--- src/rtl/game_pkg.sv ---
// rtl/game_pkg.sv - motion state, velocity type and default physics constants
package game_pkg;

    typedef enum logic [1:0] {
        ST_IDLE,
        ST_PROBE,
        ST_WAIT_RD,
        ST_UPDATE
    } motion_state_t;

    typedef logic signed [5:0] velocity_t;

    localparam int DEF_FLOOR_Y   = 448;
    localparam int DEF_TICK_DIV  = 2000000;
    localparam int DEF_JUMP_V    = 15;
    localparam int DEF_GRAVITY   = 1;
    localparam int DEF_MAX_FALL  = 8;
    localparam int DEF_RD_LAT    = 1;

endpackage

--- src/rtl/vga_pkg.sv ---
// rtl/vga_pkg.sv - decoded keyboard codes shared by the input and game blocks
package vga_pkg;

    localparam logic [3:0] key_none = 4'h0;
    localparam logic [3:0] key_W    = 4'h1;
    localparam logic [3:0] key_A    = 4'h2;
    localparam logic [3:0] key_S    = 4'h3;
    localparam logic [3:0] key_D    = 4'h4;

endpackage

--- src/rtl/tick_gen.sv ---
// rtl/tick_gen.sv - free-running divider producing a one-cycle motion tick
module tick_gen #(
    parameter int TICK_DIV = 2000000
) (
    input  logic clk,
    input  logic rst,
    output logic tick
);

    localparam int CW = (TICK_DIV > 1) ? $clog2(TICK_DIV) : 1;
    localparam logic [CW-1:0] LAST = CW'(TICK_DIV - 1);

    logic [CW-1:0] cnt_q;

    assign tick = (cnt_q == LAST);

    always_ff @(posedge clk or posedge rst) begin
        if (rst) begin
            cnt_q <= '0;
        end else if (tick) begin
            cnt_q <= '0;
        end else begin
            cnt_q <= cnt_q + 1'b1;
        end
    end

endmodule

--- src/rtl/player_motion_y.sv ---
// rtl/player_motion_y.sv - player vertical motion: gravity, jump, ground probe
// Optional air jump enabled by defining DOUBLE_JUMP_EN.
module player_motion_y
    import game_pkg::*;
    import vga_pkg::*;
#(
    parameter int         YPOS_W      = 9,
    parameter int         XPOS_W      = 11,
    parameter int         ADR_X_W     = 9,
    parameter int         ADR_Y_W     = 7,
    parameter int         SCALE_SHIFT = 2,
    parameter int         PROBE_OFS   = 2,
    parameter int         FLOOR_Y     = DEF_FLOOR_Y,
    parameter int         TICK_DIV    = DEF_TICK_DIV,
    parameter int         JUMP_V      = DEF_JUMP_V,
    parameter int         GRAVITY     = DEF_GRAVITY,
    parameter int         MAX_FALL    = DEF_MAX_FALL,
    parameter int         RD_LAT      = DEF_RD_LAT,
    parameter logic [3:0] SOLID_COLOR = 4'h0
) (
    input  logic                       clk,
    input  logic                       rst,
    input  logic [3:0]                 key,
    input  logic                       freeze,
    input  logic [XPOS_W-1:0]          xpos,
    input  logic [3:0]                 rgb_pixel,
    output logic [ADR_X_W+ADR_Y_W-1:0] pixel_adr,
    output logic [YPOS_W-1:0]          player_ypos,
    output logic [5:0]                 velocity,
    output logic                       grounded,
    output logic                       update_done
);

    localparam int SW = YPOS_W + 2;
    localparam int WW = $clog2(RD_LAT + 1);
    localparam logic [YPOS_W-1:0]     FLOOR_YV   = YPOS_W'(FLOOR_Y);
    localparam logic signed [SW-1:0]  FLOOR_S    = SW'(FLOOR_Y);
    localparam logic signed [6:0]     MAX_FALL_S = 7'(MAX_FALL);
    localparam velocity_t             JUMP_VEL   = velocity_t'(-JUMP_V);
    localparam velocity_t             MAX_VEL    = velocity_t'(MAX_FALL);

    motion_state_t                state_q;
    logic [WW-1:0]                wait_cnt_q;
    logic [YPOS_W-1:0]            ypos_q;
    velocity_t                    vel_q;
    logic                         grounded_q;
    logic [ADR_X_W+ADR_Y_W-1:0]   pixel_adr_q;
    logic                         update_done_q;
    logic                         jump_pending_q;
    logic                         key_prev_q;
    logic [3:0]                   rgb_q;
`ifdef DOUBLE_JUMP_EN
    logic                         air_used_q;
    logic                         air_used_d;
`endif

    logic                         tick;
    logic                         key_is_w;
    logic                         key_edge;
    logic                         ground;
    logic                         jump_taken;
    logic signed [6:0]            vel_inc;
    velocity_t                    vel_d;
    logic                         grounded_d;
    logic signed [SW-1:0]         y_sum;
    logic [YPOS_W-1:0]            ypos_d;
    logic [ADR_Y_W-1:0]           probe_row;
    logic [ADR_X_W-1:0]           probe_col;

    tick_gen #(
        .TICK_DIV(TICK_DIV)
    ) u_tick_gen (
        .clk (clk),
        .rst (rst),
        .tick(tick)
    );

    assign key_is_w  = (key == key_W);
    assign key_edge  = key_is_w && !key_prev_q;
    assign probe_row = ADR_Y_W'((ypos_q >> SCALE_SHIFT) + YPOS_W'(PROBE_OFS));
    assign probe_col = ADR_X_W'(xpos >> SCALE_SHIFT);

    always_comb begin
        ground     = (rgb_q == SOLID_COLOR) || (ypos_q >= FLOOR_YV);
        jump_taken = 1'b0;
        vel_inc    = {vel_q[5], vel_q} + 7'(GRAVITY);
        vel_d      = vel_q;
`ifdef DOUBLE_JUMP_EN
        air_used_d = air_used_q;
`endif
        if (jump_pending_q && ground) begin
            vel_d      = JUMP_VEL;
            jump_taken = 1'b1;
`ifdef DOUBLE_JUMP_EN
        end else if (jump_pending_q && !air_used_q) begin
            vel_d      = JUMP_VEL;
            jump_taken = 1'b1;
            air_used_d = 1'b1;
`endif
        end else if (ground && !vel_q[5]) begin
            vel_d = '0;
        end else if (vel_inc > MAX_FALL_S) begin
            vel_d = MAX_VEL;
        end else begin
            vel_d = vel_inc[5:0];
        end
`ifdef DOUBLE_JUMP_EN
        if (ground) begin
            air_used_d = 1'b0;
        end
`endif
        // Standing only when resting on something; a jump leaves the ground at once.
        grounded_d = ground && !jump_taken && !vel_q[5];
        y_sum      = $signed({2'b00, ypos_q}) + {{(SW-6){vel_d[5]}}, vel_d};
        ypos_d     = y_sum[YPOS_W-1:0];
        if (y_sum <= 0) begin
            ypos_d = '0;
            vel_d  = '0;
        end else if (y_sum >= FLOOR_S) begin
            ypos_d     = FLOOR_YV;
            vel_d      = '0;
            grounded_d = 1'b1;
        end
    end

    always_ff @(posedge clk or posedge rst) begin
        if (rst) begin
            state_q        <= ST_IDLE;
            wait_cnt_q     <= '0;
            ypos_q         <= FLOOR_YV;
            vel_q          <= '0;
            grounded_q     <= 1'b1;
            pixel_adr_q    <= '0;
            update_done_q  <= 1'b0;
            jump_pending_q <= 1'b0;
            key_prev_q     <= 1'b0;
            rgb_q          <= '0;
`ifdef DOUBLE_JUMP_EN
            air_used_q     <= 1'b0;
`endif
        end else begin
            update_done_q <= 1'b0;
            key_prev_q    <= key_is_w;
            if (key_edge) begin
                jump_pending_q <= 1'b1;
            end
            case (state_q)
                ST_IDLE: begin
                    if (tick && !freeze) begin
                        state_q <= ST_PROBE;
                    end
                end
                ST_PROBE: begin
                    pixel_adr_q <= {probe_row, probe_col};
                    wait_cnt_q  <= '0;
                    state_q     <= ST_WAIT_RD;
                end
                ST_WAIT_RD: begin
                    if (wait_cnt_q == WW'(RD_LAT)) begin
                        rgb_q   <= rgb_pixel;
                        state_q <= ST_UPDATE;
                    end else begin
                        wait_cnt_q <= wait_cnt_q + 1'b1;
                    end
                end
                ST_UPDATE: begin
                    ypos_q         <= ypos_d;
                    vel_q          <= vel_d;
                    grounded_q     <= grounded_d;
                    jump_pending_q <= key_edge;
`ifdef DOUBLE_JUMP_EN
                    air_used_q     <= air_used_d;
`endif
                    update_done_q  <= 1'b1;
                    state_q        <= ST_IDLE;
                end
                default: state_q <= ST_IDLE;
            endcase
        end
    end

    assign pixel_adr   = pixel_adr_q;
    assign player_ypos = ypos_q;
    assign velocity    = vel_q;
    assign grounded    = grounded_q;
    assign update_done = update_done_q;

endmodule

--- config.mk ---
export PLATFORM = sky130hd
export DESIGN_NAME = player_motion_y
export DESIGN_NICKNAME = d
export VERILOG_FILES = /design/src/rtl/game_pkg.sv /design/src/rtl/vga_pkg.sv /design/src/rtl/tick_gen.sv /design/src/rtl/player_motion_y.sv
export SDC_FILE = /design/constraint.sdc
export NUM_CORES = 1
export LEC_CHECK = 0
export CORE_MARGIN = 3
export CORE_UTILIZATION = 55
export CTS_BUF_LIST = sky130_fd_sc_hd__clkbuf_8
export CTS_CLUSTER_DIAMETER = 30
export DETAILED_ROUTE_END_ITERATION = 12
export GPL_TIMING_DRIVEN = 0
export PLACE_DENSITY = 0.9
export SYNTH_ARGS = -nofsm -noshare
export SYNTH_HDL_FRONTEND = slang
export SYNTH_HIERARCHICAL = 1
export SYNTH_SLANG_ARGS = --single-unit
--- constraint.sdc ---
create_clock -name clk -period 5.39 [get_ports clk]
set_input_delay 0.8085 -clock clk [delete_from_list [all_inputs] [get_ports clk]]
set_output_delay 0.8085 -clock clk [all_outputs]
set_load 0.02 [all_outputs]
======== After elaboration in Yosys (flattened, before gate mapping) ========
Cells that the tools add are included.
storage, ports and cells
  register bits after elaboration ......... 63
  input bits .............................. 22
  output and inout port bits .............. 33
  word-level logic and storage cells ...... 63
cells by class
  add/subtract/negate cells ............... 5
  $lt $le $gt $ge ......................... 4
  equal/unequal tests ..................... 7
  muxes and demuxes ....................... 19
  reductions and logical operators ........ 17
operators with widths
  operator               count
  $mux 6                 5
  $add 21x1->21 const B  1
  $eq 21x21->1 const B   1
  $mux 21                1
  $mux 9                 2
  $add 10x6->11          1
  $ge 11x10->1 const B   1
  $le 11x1->1 const B    1
  $ge 9x9->1 const B     1
  $pmux 2 s4             1
  $add 6x2->7 const B    1
  $add 7x2->7 const B    1
  $gt 7x5->1 const B     1
  $mux 1                 7
  $logic_and 1x1->1      6
  $eq 2x2->1 const B     2
  $eq 4x1->1 const B     1
  $logic_not 1->1        4
  $logic_not 4->1        1
  $mux 2                 2
  $ne 2x2->1 const B     2
  $reduce_and 2->1       2
  $reduce_bool 2->1      2
  $eq 2x1->1 const B     1
  4 further kinds        4

======== Logic depth before layout (Yosys ltp) ========
  word-level depth ........................ 9
  gate-level depth with buffers ........... 15

======== By module ========
The synthesis kept the hierarchy.
by module, submodules not included
  module           times used  cells an instance  area an instance (µm²)
  player_motion_y  1           259                2662.6
  tick_gen         1           96                 996.0

======== Worst setup path before layout ========
No wires, ideal clock.
  path type ............................... reg-to-reg
  start point ............................. reg vel_q[0] (netlist: velocity[0])
  end point ............................... reg vel_q[1] (netlist: velocity[1])
  setup time .............................. 0.095 ns
  arrival time ............................ 3.759 ns
  setup slack ............................. 1.536 ns
  cell stages (with the launch flop) ...... 15
  clock period less this slack ............ 3.854 ns
  cell sequence ........................... dfrtp_1 ha_1 clkbuf_1 or3_1 a31oi_1 o41ai_1 ha_1 fa_1 a211oi_1 o211ai_1 a31oi_2 mux2i_1 buf_2 nand2_1 o32ai_2
between the ends
  cells in the longest elaborated chain, start to end .. 9
  elaborated cells between the ends (all ways) .. 10
ends and longest elaborated chain
  item                      RTL line                RTL
  start: declaration        player_motion_y.sv:45   velocity_t vel_q;
  start signal: assignment  player_motion_y.sv:168  vel_q <= vel_d;
  $add 6x2->7 (*)           player_motion_y.sv:86   vel_inc = {vel_q[5], vel_q} + 7'(GRAVITY);
  $gt 7x5->1                player_motion_y.sv:102  end else if (vel_inc > MAX_FALL_S) begin
  $mux 6 (*)                player_motion_y.sv:102
  $mux 6 (*)                player_motion_y.sv:100  end else if (ground && !vel_q[5]) begin
  $mux 6 (*)                player_motion_y.sv:91   if (jump_pending_q && ground) begin
  $add 10x6->11             player_motion_y.sv:114  y_sum = $signed({2'b00, ypos_q}) + {{(SW-6){vel_d[5]}}, vel_d};
  $ge 11x10->1              player_motion_y.sv:119  end else if (y_sum >= FLOOR_S) begin
  $mux 6                    player_motion_y.sv:119
  $mux 6 (*)                player_motion_y.sv:116  if (y_sum <= 0) begin
Mark *: on every way between the ends. The rest lies on a longest branch, timed or not.
A chain may end at the register's enable or synchronous reset.

======== Worst setup path in the final report ========
  start point ............................. reg vel_q[0] (netlist: velocity[0])
  end point ............................... reg vel_q[2] (netlist: velocity[2])
Same word-level chain as after synthesis.

==> impl_metrics.py <==
metrics = {
    "global_routing": {
        "first_global_vias": 3099,
        "grt_usage_pct": 23.3,
        "grt-ovfl-total": 0,
        "antenna_found_initial": 0,
        "grt_pass1_wl_um": 14000,
        "grt_max_degree": 43,
    },
    "critical_path": {
        "required_ns": 5.61,
        "setup.worst_path.start_class": "flip-flop",
        "crit_path_start": "velocity[0]$_DFFE_PP0P_",
        "arrival_ns": 4.76,
        "endpoint_kind": "flip-flop",
        "cp_max_fo": 10,
        "rrSetupSlack_ns": 0.85,
        "regToRegStartpoint": "velocity[0]$_DFFE_PP0P_",
        "criticalPathCategory": "flip-flop to flip-flop",
    },
    "synthesis": {
        "syn-num-nets": 396,
        "synth-seq-cells": 63,
        "synth-edff-count": 0,
        "ys_warn_count": 6,
        "netlist_top_cells_area": "dfrtp_1, ha_1, mux2_2, o32ai_2, xnor2_1",
        "syn_avg_cell_area_um2": 10.3,
        "seq_area_frac_synth_pct": 43.2,
        "netlist-cell-type-count": 61,
        "yosysTopAreaCell": "dfrtp_1",
        "syn_area_mm2": 0.00366,
        "synth-main-ff-cell": "dfrtp_1",
        "ys_async_sr_fraction_pct": 100,
        "synth_top_area_share_pct": 40.4,
        "synthCells": 355,
    },
    "clocking": {
        "cts_resized": 0,
        "cts_tree": "done",
        "cts_buffers": 9,
        "cts_setup_buffers": 0,
        "htreeDepth": 3,
        "cts_sinks": 63,
        "holdBufCountCts": 0,
        "max-clock-path-buffers": 2,
        "clockRootBuffer": "clkbuf_8",
        "clkLatencyLatePin_ns": 0.34,
        "cts.clk_slew.worst_paths_ns": 0.08,
    },
    "sta": {
        "setup_viol": 0,
        "hold_viol": 0,
        "tns_ns": 0,
        "period_share_pct": 84.3,
        "worst_pin_slew_ns": 0.873,
        "rsz0062_at_grt": "false",
        "clock.fmax_mhz": 220,
        "slew_headroom_pct": 41.7,
        "maxSlewViolCount": 0,
        "layout_min_cycle_time_ns": 4.54,
        "clock-skew-final_ns": 0.0122,
    },
    "die": {
        "die_x_um": 87.6,
        "die_area_mm2": 0.00767,
        "initial_core_util_pct": 57.3,
        "row_count": 29,
        "die_h_um": 87.6,
        "num_io_pins": 55,
        "core_area_mm2": 0.00639,
    },
    "layout": {
        "multi_input_area_mm2": 0.00190,
        "n_fill_cell": 459,
        "regArea_mm2": 0.00158,
        "finalNonFillerCells": 500,
        "area_delta_synth_final_pct": 23.2,
        "n_antenna_cell": 0,
        "num-nets-final": 459,
        "drive_gt1_share_pct": 16.1,
    },
    "routing": {
        "via_per_inst": 6.02,
        "drt-wirelength-per-cell_um": 16.9,
        "drt-total-wl_um": 8450,
        "dr.max_layer_used": "met4",
        "drc_errors": 0,
        "vias": 3011,
        "wl_met1_um": 3450,
        "detail-route-antenna-nets": 0,
        "drt_iter0_drc": 143,
        "wl_met2_um": 4400,
        "drt_first_pass_iters": 5,
        "wl_met3_um": 510,
    },
    "power_and_ir_drop": {
        "p_leak_uw": 0.00198,
        "peakVddDrop_mv": 0.167,
        "powerDensity_mw_per_mm2": 218,
    },
    "hold_path": {
        "hold_path_class": "flip-flop to flip-flop",
        "hold_start": "u_tick_gen/cnt_q[6]$_DFF_PP0_",
    },
    "run_status": {
        "outcome": "finished clean",
    },
    "place": {
        "portBuffers": 52,
        "dp_hpwl_um": 6220,
        "dp.cells": 484,
        "globalplace.congestion": 0.932,
    },
    "flow_run": {
        "drv_cap": 0,
    },
}
through the flow:
stage | setup slack [ns] | instance area (µm²) | power (µW) | util, % | hold slack [ns]
2_1_floorplan | 1.54 | 3660 | 505 | - | 0.448
3_3_place_gp | 1.04 | 4280 | 524 | 66.9 | 0.470
3_5_place_dp | 0.928 | 4280 | 525 | 66.9 | 0.486
4_1_cts | 0.863 | 4510 | 990 | 70.6 | 0.498
5_1_grt | 0.543 | 4510 | 1020 | 70.6 | 0.502
6_report | 0.848 | 4510 | 983 | 70.6 | 0.495
registers in the layout, indices dropped and copies added, names as in the netlist:
register and cells:
update_done 1, grounded 1, jump_pending_q 1, rgb_q 4, pixel_adr 16, velocity 6, state_q 2, u_tick_gen/cnt_q 21
player_ypos 9, key_prev_q 1, wait_cnt_q 1
synthesized netlist by cell type, types with 2 or more instances:
master,instances
dfrtp_1,59
inv_1,28
nand2_1,27
nor2_1,24
ha_1,18
a21oi_1,16
mux2_2,16
xnor2_1,16
nand3_1,13
o21ai_0,11
o32ai_2,10
xor2_1,9
buf_2,7
nor3_1,7
a211oi_1,5
nor4_1,5
nor4b_1,5
o211ai_1,5
o21a_1,5
or3_1,5
a22o_1,4
clkbuf_1,4
dfstp_2,4
a21o_1,3
nand4_1,3
o31ai_1,3
and3_1,2
and4_1,2
o211a_1,2
o21bai_1,2
o32a_1,2
o32ai_1,2
or2_2,2
or4_1,2
report_power, final:
part           switching (µW)  total (µW)  internal [µW]
Sequential               1.52         476            475
Clock                     192         467            275
Combinational            21.0        39.6           18.6
Total                     214         983            769
placed cells by master, fill, tap and decap left out, drive strengths merged, types with 4 or more instances in the layout:
cell type / n
a211oi: 5
a21oi: 17
a22o: 4
buf: 9
clkbuf: 15
clkdlybuf4s50: 52
dfrtp: 59
dfstp: 4
ha: 18
inv: 29
mux2: 16
nand2: 27
nand3: 14
nor2: 25
nor3: 7
nor4: 5
nor4b: 5
o211ai: 5
o21a: 5
o21ai: 12
o32ai: 12
or3: 5
xnor2: 16
xor2: 9
metal layers:
layer	global-route usage, %	vias to the layer above
li1	-	1416
met1	28.0	1479
met2	41.3	104
met3	5.46	12
met4	6.97	0
met5	0	-
final timing paths:
check / cells after the start / end
max in group asynchronous: 2 / velocity[4]$_DFFE_PP0P_
setup / recovery: 14 / velocity[2]$_DFFE_PP0P_
min in group asynchronous: 2 / u_tick_gen/cnt_q[18]$_DFF_PP0_
setup reg to reg: 14 / velocity[2]$_DFFE_PP0P_
hold reg to reg: 1 / u_tick_gen/cnt_q[6]$_DFF_PP0_
hold / removal: 1 / u_tick_gen/cnt_q[6]$_DFF_PP0_
worst max-delay path, stage by stage, from the launching register on:
cell and delay [ns]:
dfrtp_1 0.46, ha_1 0.23, clkbuf_1 0.17, or3_1 0.37, a31oi_1 0.30, o41ai_1 0.14
ha_1 0.26, fa_1 0.45, a211oi_1 0.31, o211ai_1 0.17, a31oi_2 0.34, mux2i_1 0.54
buf_2 0.32, nand2_1 0.10, o32ai_1 0.28
area by class of cell:
| type | count | area share [%] |
|---|---|---|
| Multi-Input combinational cell | 250 | 42.1 |
| Sequential cell | 63 | 35.1 |
| Timing Repair Buffer | 52 | 11.6 |
| Clock buffer | 10 | 3.05 |
| Inverter | 28 | 2.33 |
| Tap cell | 77 | 2.14 |
| Clock inverter | 6 | 2.05 |
| Buffer | 14 | 1.64 |
cell families after synthesis:
| family | Yosys count | synth area share (%) |
|---|---|---|
| fa+ha+maj | 19 | 6.70 |
| flops | 63 | 43.2 |
| xor+xnor | 25 | 5.98 |
| compound gates | 86 | 19.6 |
| buf+inv | 42 | 4.89 |
| simple gates | 103 | 14.4 |
| mux | 17 | 5.20 |
Note: power is estimated with default switching activity, not from simulation.
